`src/rtl/bram_port_arbiter.sv`:
```
// -----------------------------------------------------------------------------
// bram_port_arbiter
//
// Shares one single-port BRAM between two requesters: the cache (c_*) and the
// DMA controller (d_*). The BRAM performs at most one access per cycle.
//
// Arbitration (default build):
//   Owner-burst round-robin. The current owner keeps the port for up to
//   MAX_GRANT consecutive grants while the other side is also requesting. When
//   the other side is idle, the owner may continue indefinitely. An owner
//   change costs no idle cycle.
//
// Optional feature, macro BRAM_ARB_DMA_PRIO_EN:
//   Strict priority for the DMA side. D is granted whenever it requests, and C
//   only when D is idle. The burst counter is held at 0 and the last-served
//   pointer is not used.
//
// Within a granted requester a pending write is served before a pending read.
// The read is acknowledged on a later grant.
//
// Read data return:
//   A RD_LATENCY-deep {valid, owner} tag pipeline follows every read grant.
//   The tag selects which requester sees r_valid. Both r_data outputs carry
//   bram_rdata unqualified.
//
// Ports:
//   wb_clk_i, wb_rst_i     clock, synchronous active-high reset
//   c_r_ready / c_r_addr   cache read request and address
//   c_r_ack                cache read accepted this cycle (combinational)
//   c_r_valid / c_r_data   cache read data return
//   c_w_valid / c_w_addr / c_w_data   cache write request
//   c_w_ack                cache write performed this cycle (combinational)
//   d_*                    same set for the DMA side
//   bram_en / bram_we / bram_addr / bram_wdata / bram_rdata   BRAM port
//
// Parameters:
//   ADDR_WIDTH  BRAM word address width
//   DATA_WIDTH  data width
//   RD_LATENCY  cycles from a read on bram_en to valid bram_rdata (1..4)
//   MAX_GRANT   burst limit per owner under contention (1..15)
// -----------------------------------------------------------------------------
module bram_port_arbiter #(
  parameter int ADDR_WIDTH = 13,
  parameter int DATA_WIDTH = 32,
  parameter int RD_LATENCY = 1,
  parameter int MAX_GRANT  = 8
) (
  input  logic                  wb_clk_i,
  input  logic                  wb_rst_i,
  // cache side
  input  logic                  c_r_ready,
  input  logic [ADDR_WIDTH-1:0] c_r_addr,
  output logic                  c_r_ack,
  output logic                  c_r_valid,
  output logic [DATA_WIDTH-1:0] c_r_data,
  input  logic                  c_w_valid,
  input  logic [ADDR_WIDTH-1:0] c_w_addr,
  input  logic [DATA_WIDTH-1:0] c_w_data,
  output logic                  c_w_ack,
  // DMA side
  input  logic                  d_r_ready,
  input  logic [ADDR_WIDTH-1:0] d_r_addr,
  output logic                  d_r_ack,
  output logic                  d_r_valid,
  output logic [DATA_WIDTH-1:0] d_r_data,
  input  logic                  d_w_valid,
  input  logic [ADDR_WIDTH-1:0] d_w_addr,
  input  logic [DATA_WIDTH-1:0] d_w_data,
  output logic                  d_w_ack,
  // BRAM port
  output logic                  bram_en,
  output logic                  bram_we,
  output logic [ADDR_WIDTH-1:0] bram_addr,
  output logic [DATA_WIDTH-1:0] bram_wdata,
  input  logic [DATA_WIDTH-1:0] bram_rdata
);

  typedef enum logic [1:0] {
    ST_IDLE  = 2'd0,
    ST_OWN_C = 2'd1,
    ST_OWN_D = 2'd2
  } state_t;

  // Encoding of the last-served pointer and the read tag owner bit.
  localparam logic SEL_C = 1'b0;
  localparam logic SEL_D = 1'b1;

  localparam logic [3:0] MAX_GRANT_C = 4'(MAX_GRANT);

  state_t     r_state;
  state_t     w_state_next;
  logic [3:0] r_cnt;
  logic [3:0] w_cnt_next;
  logic       r_lst;
  logic       w_lst_next;

  logic       w_req_c;
  logic       w_req_d;
  logic       w_grant_c;
  logic       w_grant_d;

  assign w_req_c = c_r_ready | c_w_valid;
  assign w_req_d = d_r_ready | d_w_valid;

  // ---------------------------------------------------------------------------
  // Grant selection and next-state computation
  // ---------------------------------------------------------------------------
  always_comb begin
    w_grant_c    = 1'b0;
    w_grant_d    = 1'b0;
    w_state_next = r_state;
    w_cnt_next   = r_cnt;
    w_lst_next   = r_lst;
`ifdef BRAM_ARB_DMA_PRIO_EN
    w_cnt_next = 4'd0;
    if (w_req_d) begin
      w_grant_d    = 1'b1;
      w_state_next = ST_OWN_D;
    end else if (w_req_c) begin
      w_grant_c    = 1'b1;
      w_state_next = ST_OWN_C;
    end else begin
      w_state_next = ST_IDLE;
    end
`else
    unique case (r_state)
      ST_OWN_C: begin
        if (w_req_c && ((r_cnt < MAX_GRANT_C) || !w_req_d)) begin
          w_grant_c  = 1'b1;
          w_cnt_next = (r_cnt == 4'hF) ? 4'hF : r_cnt + 4'd1;
        end else if (w_req_d) begin
          // The hand-over grants the other side in this same cycle.
          w_grant_d    = 1'b1;
          w_state_next = ST_OWN_D;
          w_cnt_next   = 4'd1;
          w_lst_next   = SEL_C;
        end else begin
          w_state_next = ST_IDLE;
          w_cnt_next   = 4'd0;
          w_lst_next   = SEL_C;
        end
      end
      ST_OWN_D: begin
        if (w_req_d && ((r_cnt < MAX_GRANT_C) || !w_req_c)) begin
          w_grant_d  = 1'b1;
          w_cnt_next = (r_cnt == 4'hF) ? 4'hF : r_cnt + 4'd1;
        end else if (w_req_c) begin
          w_grant_c    = 1'b1;
          w_state_next = ST_OWN_C;
          w_cnt_next   = 4'd1;
          w_lst_next   = SEL_D;
        end else begin
          w_state_next = ST_IDLE;
          w_cnt_next   = 4'd0;
          w_lst_next   = SEL_D;
        end
      end
      default: begin
        // IDLE: on a tie, favour the side that was not served last.
        if (w_req_c && (!w_req_d || (r_lst == SEL_D))) begin
          w_grant_c    = 1'b1;
          w_state_next = ST_OWN_C;
          w_cnt_next   = 4'd1;
        end else if (w_req_d) begin
          w_grant_d    = 1'b1;
          w_state_next = ST_OWN_D;
          w_cnt_next   = 4'd1;
        end
      end
    endcase
`endif
    // No access while reset is held.
    if (wb_rst_i) begin
      w_grant_c = 1'b0;
      w_grant_d = 1'b0;
    end
  end

  always_ff @(posedge wb_clk_i) begin
    if (wb_rst_i) begin
      r_state <= ST_IDLE;
      r_cnt   <= 4'd0;
      r_lst   <= SEL_D;
    end else begin
      r_state <= w_state_next;
      r_cnt   <= w_cnt_next;
      r_lst   <= w_lst_next;
    end
  end

  // ---------------------------------------------------------------------------
  // BRAM port mux and acknowledges. A write wins inside the granted side.
  // ---------------------------------------------------------------------------
  assign bram_en = w_grant_c | w_grant_d;

  always_comb begin
    bram_we    = 1'b0;
    bram_addr  = '0;
    bram_wdata = '0;
    if (w_grant_c) begin
      if (c_w_valid) begin
        bram_we    = 1'b1;
        bram_addr  = c_w_addr;
        bram_wdata = c_w_data;
      end else begin
        bram_addr = c_r_addr;
      end
    end else if (w_grant_d) begin
      if (d_w_valid) begin
        bram_we    = 1'b1;
        bram_addr  = d_w_addr;
        bram_wdata = d_w_data;
      end else begin
        bram_addr = d_r_addr;
      end
    end
  end

  assign c_w_ack = w_grant_c & c_w_valid;
  assign c_r_ack = w_grant_c & ~c_w_valid & c_r_ready;
  assign d_w_ack = w_grant_d & d_w_valid;
  assign d_r_ack = w_grant_d & ~d_w_valid & d_r_ready;

  // ---------------------------------------------------------------------------
  // Read tag pipeline. Stage RD_LATENCY-1 lines up with bram_rdata.
  // ---------------------------------------------------------------------------
  logic [RD_LATENCY-1:0] r_tag_vld;
  logic [RD_LATENCY-1:0] r_tag_own;
  logic [RD_LATENCY-1:0] w_tag_vld_next;
  logic [RD_LATENCY-1:0] w_tag_own_next;

  assign w_tag_vld_next[0] = bram_en & ~bram_we;
  assign w_tag_own_next[0] = w_grant_d;

  generate
    for (genvar gi = 1; gi < RD_LATENCY; gi++) begin : g_tag
      assign w_tag_vld_next[gi] = r_tag_vld[gi-1];
      assign w_tag_own_next[gi] = r_tag_own[gi-1];
    end
  endgenerate

  always_ff @(posedge wb_clk_i) begin
    if (wb_rst_i) begin
      r_tag_vld <= '0;
      r_tag_own <= '0;
    end else begin
      r_tag_vld <= w_tag_vld_next;
      r_tag_own <= w_tag_own_next;
    end
  end

  // The valid outputs are gated by reset, so a tag that is in flight when
  // reset arrives never shows up as r_valid.
  assign c_r_valid = r_tag_vld[RD_LATENCY-1] & (r_tag_own[RD_LATENCY-1] == SEL_C) & ~wb_rst_i;
  assign d_r_valid = r_tag_vld[RD_LATENCY-1] & (r_tag_own[RD_LATENCY-1] == SEL_D) & ~wb_rst_i;
  assign c_r_data  = bram_rdata;
  assign d_r_data  = bram_rdata;

endmodule

```
`config.mk`:
```
export PLATFORM = sky130hd
export DESIGN_NAME = bram_port_arbiter
export DESIGN_NICKNAME = d
export VERILOG_FILES = /design/src/rtl/bram_port_arbiter.sv
export SDC_FILE = /design/constraint.sdc
export NUM_CORES = 1
export LEC_CHECK = 0
export ABC_AREA = 1
export BUFFER_PORTS_ARGS = -buffer_cell sky130_fd_sc_hd__buf_4
export CORE_AREA = 2 2 105 107
export DETAILED_ROUTE_END_ITERATION = 7
export DIE_AREA = 0 0 107 109
export GPL_TIMING_DRIVEN = 0
export PLACE_DENSITY = 0.55
export SYNTH_ARGS = -nofsm -noshare
export SYNTH_HDL_FRONTEND = slang
export SYNTH_SLANG_ARGS = --single-unit
export TNS_END_PERCENT = 5
```
`constraint.sdc`:
```
create_clock -name wb_clk_i -period 2.88 [get_ports wb_clk_i]
set_input_delay 0.576 -clock wb_clk_i [delete_from_list [all_inputs] [get_ports wb_clk_i]]
set_output_delay 0.576 -clock wb_clk_i [all_outputs]
set_load 0.005 [all_outputs]
```
* Yosys cells after proc, flatten, opt, wreduce, memory -nomap -nowiden
Index checks and enable logic that the tools add are counted.
Widths: inputs -> output; s select.
** Storage, ports and cells
- Output and inout bits :: 117
- Register bits :: 9
- Bits of input ports :: 154
** Cells by class
- Multiplexer cells :: 42
- Reduce and logical (&&, ||, !) cells :: 12
- Bitwise logic cells :: 19
- Equality and inequality tests :: 5
- $add $sub $neg :: 1
- $lt $le $gt $ge :: 1
** Operator list (count)
- $mux 32 :: 4
- $mux 13 :: 4
- $mux 4 :: 5
- $mux 1 :: 19
- $and 1x1->1 :: 11
- $mux 2 :: 5
- $pmux 4 s2 :: 1
- $pmux 1 s2 :: 3
- $reduce_and 3->1 :: 2
- $not 1->1 :: 5
- $add 4x1->4 const B :: 1
- $eq 4x4->1 const B :: 1
- $lt 4x4->1 const B :: 1
- $ne 2x2->1 const B :: 2
- $pmux 2 s2 :: 1
- $reduce_bool 4->1 :: 1
- $logic_and 1x1->1 :: 3
- $logic_or 1x1->1 :: 3
- $or 1x1->1 :: 3
- $eq 2x1->1 const B :: 1
- $eq 2x2->1 const B :: 1
- $logic_not 1->1 :: 2
- $reduce_bool 2->1 :: 1

* Depth between registers and ports, before layout
Gate-level depths: netlist (run 1).
- Depth after elaboration :: 11
- Depth in mapped cells :: 12
- Mapped depth without buffers :: 11

* Worst setup path after synthesis (run 1)
Ideal clock, no wire load.
- Path kind :: input -> output
- Start point :: input port d_w_valid
- End point :: output port bram_wdata[22]
- Stages on the path :: 12
- Arrival time :: 1671 ps
- Setup slack :: 633 ps
- Buffers on the path :: 3
- Cells stage by stage :: buf_2 > nor2_4 > inv_1 > nand3_1 > nand2_1 > nand2_2 > nand2_4 > nor2_4 > buf_6 > buf_12 > nand2_2 > nand2_1
** Between the ends
- Longest elaborated chain between the ends :: 9
- Elaborated cells on any way between the ends :: 21
** RTL lines
- start: declaration :: RTL line 66 : input logic d_w_valid,
- $or 1x1->1 :: RTL line 103 : assign w_req_d = d_r_ready | d_w_valid;
- $logic_not 1->1 :: RTL line 128, 160
- $logic_or 1x1->1 (on tied branches) :: RTL line 160, 128
- $logic_and 1x1->1 (on tied branches) :: RTL line 160, 128
- $mux 1 (on tied branches) :: RTL line 160, 128
- $pmux 1 s2 :: RTL line 126 : unique case (r_state)
- $mux 1 :: RTL line 173 : if (wb_rst_i) begin
- $mux 32 :: RTL line 208 : end else if (w_grant_d) begin
- $mux 32 * :: RTL line 200 : if (w_grant_c) begin
- end: declaration :: RTL line 74 : output logic [DATA_WIDTH-1:0] bram_wdata,
Mark *: on every way between the ends. The rest lies on a longest branch, timed or not.

* Worst setup path after layout (run 1)
- Start point :: register r_state[0]
- End point :: output port bram_wdata[15]
** Between the ends
- Longest elaborated chain between the ends :: 5
- Elaborated cells on any way between the ends :: 8
** RTL lines
- start: declaration :: RTL line 90 : state_t r_state;
- start signal: assignment :: RTL line 185 : r_state <= w_state_next;
- $eq 2x2->1 or $eq 2x1->1 (tied branches) :: RTL line 126
- $pmux 1 s2 :: RTL line 126
- $mux 1 :: RTL line 173
- $mux 32 :: RTL line 208
- $mux 32 * :: RTL line 200
Marked as above.

==> metrics.md, run 1 <==
| Metric | Value |
|---|---|
| Register area share after synthesis | 0.0850 |
| Synth Area in XOR/XNOR | 0 |
| Root Buffer | clkbuf_8 |
| Clock sinks | 9 |
| RePlAce Congestion | 0.825 |
| Post-Syn Area | about 2100 um^2 |
| Die span in x | 107 um |
| Largest net degree at the start of global routing | 11 |
| Avg Cell Area, Syn | approximately 5.8 um^2 |
| R2R Setup Slk | 1000 ps |
| Worst EP required | between 2000 and 2500 ps |
| Simple logic cell fraction of the synthesized area | 0.506 |
| Post-synth EDFFs | 0 |
| Post-synthesis mux area share | 0 |
| Power Density | 500 nW/um^2 |
| Slew headroom | 0.677 |
| Unrepaired setup endpoints after global routing | true |
| Worst Skew | approximately 5.5 ps |
| Post-DP HPWL | 8230 um |
| Vias in the first global route | approximately 2.9k |
| Die height | 109 um |
| Post-Place Worst Slack | between 200 and 250 ps |
| # DRC | 0 |
| Tightest Hold Check Type | reg2reg |
| Synth Flop Type | dfxtp_1 |
| Final hold violation count | 0 |
| Total length of routed wires | between 9000 and 10000 um |
| Cells after Synth | about 370 |
| Starting Density | 0.200 |
| Main combinational cell family by area after synthesis | simple AND/OR/NAND/NOR gates |
| Slew Viols, Final | 0 |
| Lkg Pwr | 2.41 nW |
| Mapped Nets | between 500 and 600 |
| Core area | 10600 um^2 |
| Row count | 38 |
| Max IR drop VDD | 0.282 mV |
| Post-route ant nets | 0 |
| Cell variety after synth | 22 |
| Adder-Cell Fraction of Synth Area | 0.0177 |
| Initial antenna violation count | 0 |
| Max Cap Viol | 0 |
| Layout cell share with drive strength beyond 1 | 0.597 |
| CP Capture Type | output port |
| CTS Buffer Depth | 2 |
| Post CTS Setup Buffer Count | 0 |
| Via/cell ratio | about 4.1 |
| CTS Buf Count | 3 |
| Synth Area in Compound Gates | 0.0584 |
| FMAX | around 360 MHz |
| Slew @ Worst Pin | between 400 and 500 ps |
| Average wire per cell in the routed design | ~13 um |
| Fin util | 0.390 |
| Status | completed |
| Synth area leader | buf_4 |
| Final Setup Violations | 0 |
| Async SR Flop Fraction | 0 |
| Final min period | around 2800 ps |
| Yosys reg bits | 9 |
| Final period util | 0.961 |
| # placed instances | between 700 and 800 |
| GRT Residual Overflow | 0 |
| IO Count | between 200 and 300 |
| Synth cell count leaders | nand2_1, buf_4, nand3_1 |
| Critical-path maximum fanout | 10 |
| First DRT Iteration DRCs | 100 |
| Critical path class | reg2out |
| Worst-Skew Late Latency | between 200 and 250 ps |
| H-tree depth | 1 |
| Setup TNS | 0 ps |
| Via count | 3091 |
| CTS tree | built |
| Clk slew on worst S/H paths | about 50 ps |
| Yosys warning count | 0 |
| Worst Setup Start Kind | register |
| Die area | ~12000 um^2 |
| Final WS setup | roughly 110 ps |
| Synth top area cells | buf_4, nand2_1, nand3_1 |
| Port Buf Inserts | between 200 and 250 |
| Synth top area share | 0.234 |
| Cts hold-fix bufs | 0 |
| Ant diodes | 0 |
| P&R area growth vs syn | 95.3% |
| Nets | between 700 and 800 |
| Pre-Repair DR Iteration Count | 4 |
| Worst Path Arrival | between 2000 and 2500 ps |
| Most frequent cell after synthesis | nand2_1 |
| Post-Layout Cell Count | 748 |
| GRT Overall Usage | 0.147 |
| First-pass GRT wire length | about 14000 um |
-- flip-flops by register name, indices dropped and copies added, names as in the netlist --
register,cells
r_cnt,4
r_lst,1
r_state,2
r_tag_own,1
r_tag_vld,1
-- timing repair --
action	4_1_cts	5_1_grt
cloned	0	0
setup endpoints to repair	2	41
gates resized for setup	2	6
-- power breakdown --
part | leakage [nW] | switching, mW | internal (mW)
Combinational | 2.31 | 0.878 | 0.855
Sequential | 0.0740 | 0.0243 | 0.164
Clock | 0.0255 | 0.0558 | 0.0948
Total | 2.41 | 0.958 | 1.11
-- through the flow --
step	total power, mW	hold WS (ps)	area, um^2
after global routing	2.27	515	4140
after floorplan	1.10	451	2120
after detailed placement	1.92	482	4070
final	2.07	486	4140
after global placement	1.89	467	4070
after CTS	2.08	488	4130
-- worst paths after layout --
check | start | endpoint | cells after the start
min | r_state[1] | r_state[1] | 2
max | r_state[0] | bram_wdata[15] | 13
max reg2reg | r_state[0] | r_tag_vld | 12
min reg2reg | r_state[1] | r_state[1] | 2
-- routing by layer --
metal	global-route usage	wire length, um	vias up	part of all wire
met4	0.0167	23	0	0.0024
met3	0.0191	720	2	0.076
met5	0	0	-	0
li1	-	-	1580	-
met1	0.172	3710	1374	0.39
met2	0.291	5060	135	0.53
-- cell usage in the layout, fill, tap and decap left out, drive strengths merged --
| cell | instances |
|---|---|
| dfxtp | 9 |
| ha | 3 |
| clkbuf | 6 |
| clkinv | 1 |
| buf | 316 |
| nand4 | 2 |
| nand2 | 151 |
| a21oi | 5 |
| o211ai | 2 |
| inv | 20 |
| nor2 | 14 |
| nand3 | 66 |
| o21ai | 13 |
-- cell families (layout without fill, tap and decap cells) --
| logic type | count (synthesis) | after routing |
|---|---|---|
| AO/OA/AOI/OAI | 20 | 20 |
| AND/OR/NAND/NOR | 233 | 233 |
| adder cells (fa/ha/maj) | 3 | 3 |
| buffers and inverters | 102 | 343 |
| flip-flops | 9 | 9 |
-- final cells by class --
cell class,instances,area (um^2)
fillers,1158,6460
well taps,140,175
inverters,20,75.1
plain buffers,82,648
flip-flops and latches,9,180
clock inverters,1,5.00
multi-input cells,256,1240
repair buffers,237,1780
clock buffers,3,41.3
-- worst max-delay path, stage by stage, from the launching register on --
cell     delay, ps
dfxtp_1        350
inv_1           60
ha_2           380
inv_1          100
o21ai_1        110
nand2_1        120
nand2_2         90
nand2_4         80
nor2_4         100
buf_6          190
buf_12         160
nand2_2         40
nand2_1         70
buf_4          120
Power figures use the tool's default switching activity.
==> inputs of run 2 (changes only) <==
==> constraint.sdc (replaced) <==
create_clock -name wb_clk_i -period 2.88 [get_ports wb_clk_i]
set_input_delay 0.576 -clock wb_clk_i [delete_from_list [all_inputs] [get_ports wb_clk_i]]
set_output_delay 0.576 -clock wb_clk_i [all_outputs]
set_load 0.05 [all_outputs]
==> metrics.md, run 2 (synthesis gave the netlist of run 1 again) <==
| Metric | Value |
|---|---|
| Ant diodes | 0 (unchanged) |
| Slew @ Worst Pin | 483 ps (-1.78 ps) |
| Critical path class | reg2out |
| Worst Path Arrival | 2180 ps (about the same) |
| Multi-input gate area | 1250 um^2 (+0.81%) |
| Vias in the first global route | 2906 (+0.034%) |
| Slew Viols, Final | 0 (unchanged) |
| Row count | 38 (unchanged) |
| Fin util | 0.397 (+0.00696) |
| Worst Skew | 5.65 ps (+0.156 ps) |
| R2R Path Start | r_state[0] |
| Max FFs per register | 4 (unchanged) |
| Average wire per cell in the routed design | 12.7 um (-0.37%) |
| CTS tree | built |
| Reg2Reg Depth | 12 (unchanged) |
| Lkg Pwr | 2.43 nW (+0.85%) |
| Leading cell types in the layout, fill and taps excluded | buf_4, nand2_1, nand3_1 |
| Core area | 10600 um^2 (unchanged) |
| # DRC | 0 (unchanged) |
| Clk slew on worst S/H paths | 50 ps (about the same) |
| GRT Residual Overflow | 0 (unchanged) |
| Total length of routed wires | 9520 um (about the same) |
| Initial antenna violation count | 0 (unchanged) |
| RePlAce Congestion | 0.825 (unchanged) |
| First DRT Iteration DRCs | 102 (+2.0%) |
| Pre-Repair DR Iteration Count | 4 (unchanged) |
| Post-Place Worst Slack | 116 ps (-88.5 ps) |
| Setup TNS | 0 ps (unchanged) |
| R2R Setup Slk | 1100 ps (+100 ps) |
| Tightest Hold Check Type | reg2reg |
| CP Capture Type | output port |
| Max IR drop VDD | 0.600 mV (+110%) |
| Final WS setup | 122 ps (+8.66 ps) |
| Fillers | 1159 (+0.086%) |
| Via/cell ratio | 4.14 (about the same) |
| Crit. Startpoint | r_state[0] |
| CTS Buf Count | 3 (unchanged) |
| Nets | 769 (+0.39%) |
| Critical-path maximum fanout | 10 (unchanged) |
| Post-Layout Cell Count | 751 (+0.40%) |
| Post-route ant nets | 0 (unchanged) |
| Worst EP required | 2300 ps (about the same) |
| Largest net degree at the start of global routing | 11 (unchanged) |
| GRT Overall Usage | 0.147 (about the same) |
| H-tree depth | 1 (unchanged) |
| CP Capture Point | bram_wdata[12] |
| Final min period | 2760 ps (-8.66 ps) |
| Commonest non-fill, non-tap cell in the layout | buf_4 |
| Crit Reg-Reg Endpoint | r_tag_vld |
| Via count | 3106 (+0.49%) |
| Slew headroom | 0.678 (+0.00119) |
| Clock sinks | 9 (unchanged) |
| Unrepaired setup endpoints after global routing | true |
| FF+latch area | 180 um^2 (unchanged) |
| Worst-Skew Late Latency | 240 ps (about the same) |
| # placed instances | 744 (unchanged) |
| Leading registers by flop count | r_cnt: 4 flops, r_state: 2 flops |
| Root Buffer | clkbuf_8 |
| Max Cap Viol | 0 (unchanged) |
| Die span in x | 107 um (unchanged) |
| Layout cell share with drive strength beyond 1 | 0.601 (+0.00362) |
| Final period util | 0.958 (-0.00301) |
| Final Setup Violations | 0 (unchanged) |
| Worst Setup Start Kind | register |
| IO Count | 271 (unchanged) |
| Die area | 11700 um^2 (unchanged) |
| P&R area growth vs syn | 98.8% |
| CTS Buffer Depth | 2 (unchanged) |
| Status | completed |
| Starting Density | 0.200 (unchanged) |
| Power Density | 754 nW/um^2 (+51%) |
| Die height | 109 um (unchanged) |
| Post-DP HPWL | 8230 um (unchanged) |
| Top reg by flops | r_cnt |
| Final hold violation count | 0 (unchanged) |
| Port Buf Inserts | 237 (unchanged) |
| First-pass GRT wire length | 14000 um (about the same) |
| FMAX | 363 MHz (+0.31%) |
-- run 2: changes by cell type in the layout (fill, tap and decap cells not counted) --
| cell | before | now |
|---|---|---|
| buf_6 | 4 | 9 |
| buf_2 | 5 | 1 |
| clkbuf_4 | 1 | 5 |
| buf_4 | 304 | 301 |
| buf_12 | 3 | 4 |
| ha_2 | 1 | 0 |
| ha_4 | 0 | 1 |
| inv_1 | 18 | 17 |
| inv_2 | 2 | 3 |
-- run 2: per-stage QoR --
step	total power, mW	hold slack [ps]	area (um^2)
after floorplan	2.10	451	2120
after global placement	2.92	467	4070
after detailed placement	2.95	482	4070
after CTS	3.13	491	4130
after global routing	3.38	515	4210
final	3.18	496	4210
-- run 2: where the power goes --
group / leakage [nW] / internal [mW] / switching [mW]
Combinational: 2.33 / 0.943 / 1.89
Clock: 0.0255 / 0.0948 / 0.0562
Sequential: 0.0740 / 0.164 / 0.0270
Total: 2.43 / 1.20 / 1.98
-- run 2: timing repair --
action	in CTS	in global routing
pin swaps	0	1
cloned	0	0
resized for setup	5	16
buffers inserted	0	3
hold buffers	0	0
endpoints found under the setup margin	35	44
-- run 2: area by class of cell --
cell class | count | area share
buffer | 82 | 0.158
clock inverter | 1 | 0.00119
tap | 140 | 0.0416
timing repair buffer | 240 | 0.433
multi-input combinational | 256 | 0.296
inverter | 20 | 0.0178
sequential | 9 | 0.0428
clock buffer | 3 | 0.00980
-- run 2: critical path, cell delays in order, from the launching register on --
cell and delay (ps):
dfxtp_1 350, inv_1 80, ha_4 300, inv_1 80
o21ai_1 110, nand2_1 110, nand2_2 90, nand2_4 80
nor2_4 120, buf_12 160, buf_12 140, nand2_2 50
nand2_1 80, buf_4 200
-- run 2: how the worst min path moves through the flow --
stage,from,cells after the start,slack [ps],to
6_report,r_cnt[1],2,500,r_cnt[1]
5_1_grt,r_cnt[1],2,520,r_cnt[1]
4_1_cts,r_state[1],2,490,r_state[1]
3_5_place_dp,r_state[1],2,480,r_state[1]
3_3_place_gp,r_state[1],2,470,r_state[1]
2_1_floorplan,r_state[1],2,450,r_state[1]
-- run 2: per-layer routing --
layer  part of all wire  vias up  global-route usage
li1                   -     1588                   -
met1               0.39     1381               0.172
met2               0.53      134               0.291
met3              0.076        3              0.0191
met4             0.0040        0              0.0167
met5                  0        -                   0
